### config.mk
export PLATFORM = sky130hd
export DESIGN_NAME = sensor_scan_seq
export DESIGN_NICKNAME = d
export VERILOG_FILES = /design/src/rtl/a2d_pkg.sv /design/src/rtl/sensor_wsum_acc.sv /design/src/rtl/sensor_scan_seq.sv
export SDC_FILE = /design/constraint.sdc
export NUM_CORES = 1
export LEC_CHECK = 0
export CAP_MARGIN = 10
export CORE_MARGIN = 5
export CORE_UTILIZATION = 35
export DETAILED_ROUTE_END_ITERATION = 8
export GPL_ROUTABILITY_DRIVEN = 0
export GPL_TIMING_DRIVEN = 0
export PLACE_DENSITY = 0.66
export SLEW_MARGIN = 30
export SYNTH_ARGS = -nofsm -noshare
export SYNTH_HDL_FRONTEND = slang
export SYNTH_HIERARCHICAL = 1
export SYNTH_SLANG_ARGS = --single-unit
### constraint.sdc
create_clock -name clk -period 3.97 [get_ports clk]
set_input_delay 0.794 -clock clk [delete_from_list [all_inputs] [get_ports clk]]
set_output_delay 0.794 -clock clk [all_outputs]
set_load 0.01 [all_outputs]
### src/rtl/a2d_pkg.sv
// Shared types and constants for the IR line-sensor scan sequencer.
// Channel weights are realised as a shift plus optional negate.
package a2d_pkg;

    localparam int NUM_SENS = 6;
    localparam int RES_W    = 12;
    localparam int ACC_W    = 16;

    typedef logic [RES_W-1:0] res_t;

    typedef enum logic [2:0] {
        S_IDLE,
        S_SETTLE,
        S_START,
        S_WAIT,
        S_ACCUM,
        S_DONE
    } state_e;

    // Entry 0 is ch0: weights -4,-2,-1,+1,+2,+4 across the array
    localparam logic [NUM_SENS-1:0][1:0] W_SHIFT = {2'd2, 2'd1, 2'd0, 2'd0, 2'd1, 2'd2};
    localparam logic [NUM_SENS-1:0]      W_NEG   = 6'b000111;

    function automatic logic signed [ACC_W-1:0] weigh(input logic [2:0] idx, input res_t r);
        logic signed [ACC_W-1:0] mag;
        mag = $signed({{(ACC_W-RES_W){1'b0}}, r}) <<< W_SHIFT[idx];
        return W_NEG[idx] ? -mag : mag;
    endfunction

endpackage

### src/rtl/sensor_wsum_acc.sv
// Registered signed accumulator of weighted sensor readings.
// clear wins over add_en; |sum| stays well inside 16 bits so no saturation.
module sensor_wsum_acc
    import a2d_pkg::*;
(
    input  logic                    clk,
    input  logic                    rst,
    input  logic                    clear,
    input  logic                    add_en,
    input  logic [2:0]              idx,
    input  logic [RES_W-1:0]        res,
    output logic signed [ACC_W-1:0] acc
);

    logic signed [ACC_W-1:0] acc_q, acc_d;

    always_comb begin
        acc_d = acc_q;
        if (clear)
            acc_d = '0;
        else if (add_en)
            acc_d = acc_q + weigh(idx, res);
    end

    always_ff @(posedge clk or posedge rst) begin
        if (rst)
            acc_q <= '0;
        else
            acc_q <= acc_d;
    end

    assign acc = acc_q;

endmodule

### src/rtl/sensor_scan_seq.sv
// Walks IR sensor channels 0..5 through the A2D interface and reports a
// weighted line-position error, line-lost and timeout-fault per scan.
module sensor_scan_seq
    import a2d_pkg::*;
#(
    parameter int unsigned SETTLE  = 8,
    parameter int unsigned TIMEOUT = 1024,
    parameter logic [11:0] THRESH  = 12'h200
) (
    input  logic        clk,
    input  logic        rst,
    input  logic        scan_go,
    output logic        busy,
    output logic [2:0]  chnnl,
    output logic        strt_cnv,
    input  logic        cnv_cmplt,
    input  logic [11:0] res,
    output logic        scan_done,
    output logic [15:0] err,
    output logic        line_lost,
    output logic        fault
);

    localparam int SET_W = $clog2(SETTLE + 1);
    localparam int TO_W  = $clog2(TIMEOUT + 1);
    localparam logic [SET_W-1:0] SET_LAST = SET_W'(SETTLE - 1);
    localparam logic [TO_W-1:0]  TO_LAST  = TO_W'(TIMEOUT - 1);
    localparam logic [2:0]       CH_LAST  = 3'(NUM_SENS - 1);

    state_e            state_q, state_d;
    logic [2:0]        chnnl_q, chnnl_d;
    logic [SET_W-1:0]  settle_q, settle_d;
    logic [TO_W-1:0]   to_q, to_d;
    logic              cnv_q;
    logic              lost_q, lost_d;
    logic              abort_q, abort_d;
    logic [15:0]       err_q, err_d;
    logic              line_lost_q, line_lost_d;
    logic              fault_q, fault_d;
    logic              acc_clr, acc_add;
    logic signed [ACC_W-1:0] acc;
    logic              cnv_rise;

    // A level left high from an earlier conversion must not count as complete
    assign cnv_rise = cnv_cmplt & ~cnv_q;

    always_comb begin
        state_d  = state_q;
        chnnl_d  = chnnl_q;
        settle_d = settle_q;
        to_d     = '0;
        lost_d   = lost_q;
        abort_d  = abort_q;
        acc_clr  = 1'b0;
        acc_add  = 1'b0;
        case (state_q)
            S_IDLE: if (scan_go) begin
                chnnl_d  = '0;
                settle_d = '0;
                lost_d   = 1'b1;
                abort_d  = 1'b0;
                acc_clr  = 1'b1;
                state_d  = S_SETTLE;
            end
            S_SETTLE: if (settle_q == SET_LAST) begin
                settle_d = '0;
                state_d  = S_START;
            end else begin
                settle_d = settle_q + SET_W'(1);
            end
            // Watchdog counts from the strt_cnv cycle, so abort lands TIMEOUT cycles later
            S_START: begin
                to_d    = to_q + TO_W'(1);
                state_d = S_WAIT;
            end
            S_WAIT: if (cnv_rise) begin
                state_d = S_ACCUM;
            end else if (to_q == TO_LAST) begin
                abort_d = 1'b1;
                state_d = S_DONE;
            end else begin
                to_d = to_q + TO_W'(1);
            end
            S_ACCUM: begin
                acc_add = 1'b1;
                lost_d  = lost_q & (res < THRESH);
                if (chnnl_q == CH_LAST) begin
                    state_d = S_DONE;
                end else begin
                    chnnl_d = chnnl_q + 3'd1;
                    state_d = S_SETTLE;
                end
            end
            S_DONE:  state_d = S_IDLE;
            default: state_d = S_IDLE;
        endcase
    end

    // Result outputs take their new value during DONE and hold afterwards
    always_comb begin
        err_d       = err_q;
        line_lost_d = line_lost_q;
        fault_d     = fault_q;
        if (state_q == S_DONE) begin
            err_d       = abort_q ? err_q : 16'(acc);
            line_lost_d = lost_q & ~abort_q;
            fault_d     = abort_q;
        end
    end

    always_ff @(posedge clk or posedge rst) begin
        if (rst) begin
            state_q     <= S_IDLE;
            chnnl_q     <= '0;
            settle_q    <= '0;
            to_q        <= '0;
            cnv_q       <= 1'b0;
            lost_q      <= 1'b0;
            abort_q     <= 1'b0;
            err_q       <= '0;
            line_lost_q <= 1'b0;
            fault_q     <= 1'b0;
        end else begin
            state_q     <= state_d;
            chnnl_q     <= chnnl_d;
            settle_q    <= settle_d;
            to_q        <= to_d;
            cnv_q       <= cnv_cmplt;
            lost_q      <= lost_d;
            abort_q     <= abort_d;
            err_q       <= err_d;
            line_lost_q <= line_lost_d;
            fault_q     <= fault_d;
        end
    end

    sensor_wsum_acc u_acc (
        .clk    (clk),
        .rst    (rst),
        .clear  (acc_clr),
        .add_en (acc_add),
        .idx    (chnnl_q),
        .res    (res),
        .acc    (acc)
    );

    assign busy      = (state_q != S_IDLE) && (state_q != S_DONE);
    assign chnnl     = chnnl_q;
    assign strt_cnv  = (state_q == S_START);
    assign scan_done = (state_q == S_DONE);
    assign err       = err_d;
    assign line_lost = line_lost_d;
    assign fault     = fault_d;

endmodule
==> metrics.txt, run 1 <==
WS Path Type=input port to register; sequential share of the synthesized area=32.7%; final number of max-transition violations=0; I/O pins=40; final hold slack=0.483 ns; Non-Filler Instances=738; Initial Utilization=35.5%; Routed WL=11.8 mm; Die H=123 um; Syn Nets=530; Clock Path Buffers=2; Mapped Area=4440 um2; routed len/inst=15.9 um; post-synth cell types=74; Die Wd=123 um; Rows=41; GR Util All Layers=16.3%; post-synth top area share=32.7%; CTS buffer count=9; layout cells sized above 1=20.8%; DR vias=4020; crit path cell chain=dlygate4sd2_1 -> or4b_1 -> a31oi_2 -> o32ai_4 -> inv_1 -> a31oi_1 -> xor2_1 -> ha_1 -> a21o_1 -> a21o_1 -> a21o_1 -> or4_4 -> a21o_1 -> a21oi_2; P&R area growth vs syn=26.7%; first-pass GRT wire length=19.5 mm; vias in the first global route=3971; Vias per Instance=5.45; pwr/cell area=768 nW/um2; Synth async-reset ratio=100%; Final WS setup=0.0985 ns; DP HPWL=8.36 mm; Critical Path Start Type=input port; Setup Viol. Count Final=0; critical path endpoint category=register; critical path's most frequent cell=a21o_1; Power Total=4.32 mW; Clock Skew=0.00435 ns; outcome=finished clean; setup_tns=0 ns; critical path required time=4.22 ns; H-tree Lvls=3; DRC Markers=0; post-placement cell area=5070 um2; Post-Route Utilization=44.9%; Std-Cell Core Area=12500 um2; post-route design area=5630 um2; CP max stage delay=0.51 ns; Leakage Power=2.40 nW; Tmin final=3.87 ns; initial drt markers=190; flops & latches, synth=58; Yosys top cell by area=dfrtp_1; Crit Path Max Fanout=7; grt ovf=0; slowest CP cell=or4b_1; Max Cap Viol=0; most numerous cell in the Yosys netlist=dfrtp_1; post-route ant nets=0; CTS tree=yes; # hold bufs at CTS=0; Clk Latency, worst-skew pair=0.33 ns; Reg clk slew, reported paths=0.05 ns; pre-CTS setup slack=-0.864 ns; fin crit share=97.5%; Post-synth top flop=dfrtp_1; Final Hold Viols=0; ant diodes=0; VDD IR max=0.285 mV; Hold Path Class=register to register; EDFF count, synth=0; count of yosys warnings during synthesis=6; largest net degree at the start of global routing=30; antenna violations before repair=0; port buffer count=37; FMAX=0.258 GHz; CTS Sinks=58; max_slew headroom=54.4%; nets@finish=602; synthesized instance count=490; Crit path arrival time=4.12 ns; synthesized area per cell=9.06 um2; Inst Count DP=701; clk root buf=clkbuf_16; Die Footprint=15000 um2; Synth area leaders=dfrtp_1, ha_1, mux2_2, o21ai_0, a21oi_1; drt first pass iters=5; commonest cells in the netlist=dfrtp_1, nor2_1, o21ai_0; measured slew at the worst slew-check pin=0.682 ns
[power breakdown]
part	switching, mW	internal, mW	leakage, nW
sequential	0.120	0.759	0.769
combinational	1.45	1.32	1.51
clock	0.256	0.416	0.122
[layout by cell type (no fill, tap or decap), types with 15 or more instances in the layout]
cell type and instances:
a21oi_1 29, buf_4 30, clkdlybuf4s50_1 29, dfrtp_1 55, ha_1 21, inv_1 19, mux2_2 20, nand2_1 32
nor2_1 33, o21ai_0 27, xnor2_1 15
[routing by layer]
metal / vias up / share of wire [%] / GRT usage [%]
met5: - / 0 / 0
met4: 0 / 2.0 / 4.97
met3: 22 / 3.5 / 3.69
met2: 84 / 51 / 28.4
met1: 1955 / 43 / 19.9
li1: 1959 / - / -
[path summary, 6_finish.rpt]
kind	startpoint	to	slack, ns	cells past startpoint
worst max-delay path	res[8]	u_acc/acc[15]	0.1	14
worst min-delay path	lost_q	lost_q	0.48	1
worst max register to register	chnnl[0]	u_acc/acc[15]	0.13	19
worst min register to register	lost_q	lost_q	0.48	1
max in group asynchronous	rst	u_acc/acc[4]	2.61	2
min in group asynchronous	rst	err_q[12]	0.79	2
[logic make-up (layout without fill, tap and decap cells)]
kind of cell,Yosys count,in the layout,synth area share (%)
multiplexers,33,33,8.00
XOR/XNOR,25,25,4.93
buffers and inverters,44,120,4.59
AO/OA/AOI/OAI,142,142,22.0
flip-flops,58,58,32.7
adder cells (fa/ha/maj),24,24,6.93
AND/OR/NAND/NOR,164,164,20.9
[worst max-delay path, delay by kind of cell]
kind	cells	cell delay (ns)
and+or+nand+nor	2	1.00
buffers and inverters	2	0.43
xor gates and xnor gates	1	0.19
AOI/OAI and AO/OA	8	1.37
adders and majority gates	1	0.33
[final cells by class]
cell class | count | area, um2
sequential | 58 | 1460
buffer | 22 | 156
inverter | 20 | 75.1
fill | 1186 | 6890
tap | 172 | 215
multi-input combinational | 388 | 2900
timing repair buffer | 63 | 567
clock inverter | 3 | 17.5
clock buffer | 12 | 236
[flip-flops by register name (all words and copies together) (netlist names), 3 cells and up]
signal     count
to_q          11
chnnl          3
state_q        3
err_q         16
settle_q       4
u_acc/acc     16
[repair_timing]
item                       in CTS  in global routing
resized for setup              25                 35
buffers inserted               15                  9
pin swaps                       8                 20
setup endpoints to repair       6                  5
Note: power is estimated with default switching activity, not from simulation.
==> run 2: changes to the inputs <==
Settings changed: CORE_UTILIZATION 35 to 53, CTS_BUF_LIST set to sky130_fd_sc_hd__clkbuf_16, PLACE_DENSITY 0.66 to 0.88.
==> run 2 against run 1 <==
Compared with the run above: wire length is 6.2% higher; largest cell class unchanged; clock power is 2% higher; maximum frequency down 1.6%; largest power group unchanged; highest routed layer unchanged.
==> metrics.txt, run 2 (same netlist as run 1, synthesis figures left out) <==
Final Hold Viols=0 (unchanged); nets@finish=600 (-0.33%); WS Path Type=input port to register; post-route ant nets=0 (unchanged); clock power share=15.4% (about the same); VDD IR max=0.354 mV (+25%); CP Capture Point=u_acc/acc[15]; Die Wd=102 um (-17%); most frequent cells in the layout=dfrtp_1, nor2_1, nand2_1; critical path required time=4.23 ns (about the same); Clock Path Buffers=2 (unchanged); Std-Cell Core Area=8180 um2 (-35%); setup_tns=0 ns (unchanged); clk root buf=clkbuf_16; DRC Markers=0 (unchanged); P&R area growth vs syn=25.8%; Logic pwr share=64.6% (+0.5 points); pre-CTS setup slack=-0.812 ns (+0.0519 ns); CTS tree=yes; FMAX=0.254 GHz (-1.6%); Sw Pwr=1.95 mW (+7.0%); Clk Latency, worst-skew pair=0.33 ns (about the same); Initial Utilization=54.3% (+19 points); grt ovf=0 (unchanged); pwr/cell area=792 nW/um2 (+3.1%); Clock Skew=0.0102 ns (+0.00584 ns); Final WS setup=0.0373 ns (-0.0612 ns); Crit path arrival time=4.19 ns (+0.07 ns); Worst R2R Start=chnnl[0]; register area=1460 um2 (unchanged); max_slew headroom=55.8% (+1.4 points); # hold bufs at CTS=0 (unchanged); Rows=33 (-20%); Power Total=4.42 mW (+2.4%); layout cells sized above 1=21.6% (+0.74 points); worst hold start=err_q[1]; Die H=102 um (-17%); measured slew at the worst slew-check pin=0.662 ns (-0.0207 ns); Max Cap Viol=0 (unchanged); flop2flop setup slack=0.05 ns (-0.08 ns); Sw Ratio=44.1% (+1.9 points); vias in the first global route=4184 (+5.4%); port buffer count=37 (unchanged); Crit Path Max Fanout=7 (unchanged); antenna violations before repair=0 (unchanged); Reg clk slew, reported paths=0.05 ns (about the same); H-tree Lvls=3 (unchanged); Routed WL=12.5 mm (+6.2%); GR Util All Layers=23.7% (+7.5 points); CP Launch Point=res[8]; FF-to-FF path depth=19 (unchanged); final number of max-transition violations=0 (unchanged); area of the multi-input gates=2950 um2 (+1.5%); Leakage Power=2.45 nW (+2.2%); critical path endpoint category=register; Die Footprint=10300 um2 (-31%); outcome=finished clean; CTS Sinks=58 (unchanged); Post-Route Utilization=68.4% (+23 points); Hold Path Class=register to register; DP HPWL=7.86 mm (-5.9%); fin crit share=99.1% (+1.5 points); ant diodes=0 (unchanged); initial drt markers=374 (+97%); Internal=2.48 mW (-0.91%); DR vias=4328 (+7.7%); routed len/inst=18.6 um (+17%); fillers=577 (-51%); most common cell after layout, fill and taps aside=dfrtp_1; I/O pins=40 (unchanged); Critical Path Start Type=input port; first-pass GRT wire length=19.7 mm (+1.0%); CTS buffer count=9 (unchanged); sequential power share=19.9% (-0.4 points); drt first pass iters=5 (unchanged); Setup Viol. Count Final=0 (unchanged); largest net degree at the start of global routing=32 (+6.7%); Tmin final=3.93 ns (+0.0612 ns); Vias per Instance=6.46 (+19%); RR Endpoint=u_acc/acc[15]
==> run 2: changes by cell type in the layout (fill, tap and decap cells not counted), moves of 2 or more <==
cell and change:
buf_8 -2, buf_4 -2, buf_6 +2, inv_1 +2
clkbuf_1 -3, dlygate4sd2_1 -6, dlymetal6s2s_1 +6
==> run 2: timing repair <==
action	in CTS	in global routing
pin swaps	4	18
resized for setup	14	56
setup endpoints to repair	7	8
buffers inserted	9	13
==> run 2: worst min-delay path by stage <==
stage | to | slack (ns) | cells after the start
CTS | err_q[1] | 0.50 | 1
finish | err_q[1] | 0.50 | 1
detailed placement | lost_q | 0.47 | 1
global placement | lost_q | 0.46 | 1
floorplan | lost_q | 0.45 | 1
global route | to_q[0] | 0.51 | 1
==> run 2: routing by layer <==
layer,vias up,wire (um),global-route usage (%)
li1,1963,-,-
met1,2130,5040,29.4
met2,183,6250,39.7
met3,52,736,4.48
met4,0,448,11.6
met5,-,0,0
==> run 2: final cells by class <==
class                   instances  share of cell area [%]
multi-input cells             388                    52.7
flip-flops and latches         58                    26.0
repair buffers                 61                    10.1
clock buffers                   9                    4.03
plain buffers                  22                    2.71
well taps                     105                    2.35
inverters                      20                    1.34
clock inverters                 7                   0.694
==> run 2: power groups by stage <==
stage | Combinational, mW | Sequential [mW] | Clock [mW]
floorplan | 1.77 | 0.864 | 0
global placement | 2.26 | 0.890 | 0
detailed placement | 2.36 | 0.902 | 0
CTS | 2.51 | 0.882 | 0.688
global route | 3.09 | 0.902 | 0.724
finish | 2.86 | 0.881 | 0.683
==> run 2: worst max-delay path: stages <==
cell and delay, ns:
dlymetal6s2s_1 0.27, nor2b_4 0.08, a22o_1 0.26, o32ai_4 0.47, inv_1 0.16, a31oi_2 0.21
xor2_1 0.26, ha_1 0.30, a21o_1 0.21, a21o_1 0.18, a21o_1 0.19, or4_4 0.49
a21o_1 0.19, a21oi_2 0.12
==> run 2: per-stage QoR <==
step	hold slack (ns)	cell area, um2	std cells
after floorplan	0.451	4450	490
after global placement	0.465	4950	632
after detailed placement	0.471	4980	634
after CTS	0.501	5350	658
after global routing	0.508	5590	670
final	0.497	5590	670
==> run 3: changes to the inputs <==
Settings changed: SLEW_MARGIN 30 to 20.
==> run 3 against run 2 <==
Compared with the run above: worst hold slack worse by 0.0020 ns; global-route usage down 0.77 points; first-iteration DRC count down 21%; combinational power up 4%; clock power up 19%; cell area up 0.38%; register-to-register slack worse by 0.04 ns; total power up 5.5%; final cell count down 0.45%; sequential cell count unchanged; wire length up 5.6%; worst setup slack worse by 0.028 ns; critical path type is now register to register; largest power group unchanged.
==> metrics.txt, run 3 (same netlist as run 1, synthesis figures left out) <==
max_slew headroom=54.0% (-1.9 points); FF-to-FF path depth=14 (-5); RR Endpoint=u_acc/acc[15]; post-placement cell area=4980 um2 (unchanged); Critical Path Start Type=register; Leakage Power=2.40 nW (-1.9%); post-route ant nets=0 (unchanged); port buffer count=37 (unchanged); largest net degree at the start of global routing=32 (unchanged); final number of max-transition violations=0 (unchanged); Worst R2R Start=chnnl[2]; critical path required time=4.22 ns (about the same); most used routing layer=met2; Setup Viol. Count Final=0 (unchanged); DP HPWL=7.91 mm (+0.58%); CTS Sinks=58 (unchanged); DR vias=4412 (+1.9%); GR met2 Demand/Resource=38.1% (-1.6 points); FMAX=0.252 GHz (-0.72%); Std-Cell Core Area=8180 um2 (unchanged); H-tree Lvls=3 (unchanged); crit path cell chain=buf_4 -> or3_1 -> and2_2 -> mux2i_1 -> mux2_2 -> a31oi_1 -> xor2_1 -> ha_1 -> a21o_1 -> a21o_1 -> a21o_1 -> or4_4 -> a21o_1 -> a21oi_2; critical path endpoint category=register; pre-CTS setup slack=-0.839 ns (-0.0272 ns); Post-Route Utilization=68.6% (+0.26 points); grt met3 use=5.10% (+0.62 points); P&R area growth vs syn=26.3%; pwr/cell area=832 nW/um2 (+5.1%); Die Footprint=10300 um2 (unchanged); Rows=33 (unchanged); I/O pins=40 (unchanged); critical path's most frequent cell=a21o_1; Tmin final=3.96 ns (+0.0284 ns); most common cell after layout, fill and taps aside=dfrtp_1; drt first pass iters=5 (unchanged); vias in the first global route=4147 (-0.88%); clk root buf=clkbuf_16; flop2flop setup slack=0.009 ns (-0.04 ns); antenna violations before repair=0 (unchanged); GR Util All Layers=23.0% (-0.77 points); Reg clk slew, reported paths=0.05 ns (about the same); Clk Latency, worst-skew pair=0.33 ns (about the same); worst hold start=err_q[11]; nets@finish=597 (-0.50%); grt ovf=0 (unchanged); Final Hold Viols=0 (unchanged); ant diodes=0 (unchanged); measured slew at the worst slew-check pin=0.690 ns (+0.0281 ns); M1 GR Usage=27.9% (-1.5 points); # hold bufs at CTS=0 (unchanged); Die H=102 um (unchanged); Clock Skew=0.00861 ns (-0.00158 ns); Clock Path Buffers=2 (unchanged); VDD IR max=0.373 mV (+5.3%); Hold Path Stages=1 (unchanged); Die Wd=102 um (unchanged); WS Path Type=register to register; Hold Path Class=register to register; slowest CP cell=dfrtp_2; Initial Utilization=54.3% (unchanged); fin crit share=99.8% (+0.71 points); Final WS setup=0.00891 ns (-0.0284 ns); post-route design area=5610 um2 (+0.38%); Power Total=4.67 mW (+5.5%); most frequent cells in the layout=dfrtp_1, nor2_1, nand2_1; Routed WL=13.2 mm (+5.6%); DRC Markers=0 (unchanged); routed len/inst=19.8 um (+6.1%); Max Cap Viol=0 (unchanged); CTS buffer count=9 (unchanged); Crit path arrival time=4.21 ns (+0.02 ns); layout cells sized above 1=20.5% (-1.1 points); CP max stage delay=0.42 ns (-0.07 ns); kind of cell adding the most delay to the critical path=simple AND/OR/NAND/NOR gates; WP buf/inv=1 (-1); CTS tree=yes; first-pass GRT wire length=19.0 mm (-3.3%); initial drt markers=297 (-21%); Min-Delay Endpoint=err_q[11]; setup_tns=0 ns (unchanged); Vias per Instance=6.61 (+2.4%); outcome=finished clean; Crit Path Max Fanout=10 (+3)
## run 3: worst max-delay path by stage
stage              from       endpoint  slack, ns  depth (start not counted)
6_report       chnnl[2]  u_acc/acc[15]      0.009                         14
2_1_floorplan  chnnl[0]  u_acc/acc[15]       0.02                         20
5_1_grt          res[3]  u_acc/acc[15]      -0.07                         16
3_5_place_dp     res[4]  u_acc/acc[15]      -0.84                         17
3_3_place_gp     res[4]  u_acc/acc[15]      -0.75                         17
4_1_cts          res[5]  u_acc/acc[15]       0.02                         14
## run 3: metrics by stage
stage                     std cells  hold slack, ns
final                           667           0.495
after global routing            667           0.510
after CTS                       659           0.496
after detailed placement        634           0.467
after global placement          632           0.465
after floorplan                 490           0.451
## run 3: layer usage
layer / part of all wire [%] / routed length, um
met1: 39 / 5180
met2: 49 / 6420
met3: 7.8 / 1020
met4: 4.2 / 547
met5: 0 / 0
## run 3: area by class of cell
type                       instances  area (um2)
multi-input combinational        388        2950
inverter                          20        75.1
timing repair buffer              58         534
buffer                            22         155
clock inverter                     7        85.1
sequential                        58        1460
fill                             588        2570
clock buffer                       9         225
tap                              105         131
## run 3: what timing repair did
item,CTS,global route
resized for setup,27,41
cloned,0,0
pin swaps,8,23
setup buffers,10,9
endpoints found under the hold margin,0,0
setup endpoints to repair,6,5
## run 3: power by group
part | internal [mW] | switching [mW] | leakage, nW
registers | 0.759 | 0.126 | 0.769
clock network | 0.542 | 0.271 | 0.156
logic | 1.35 | 1.62 | 1.48
total | 2.65 | 2.02 | 2.40
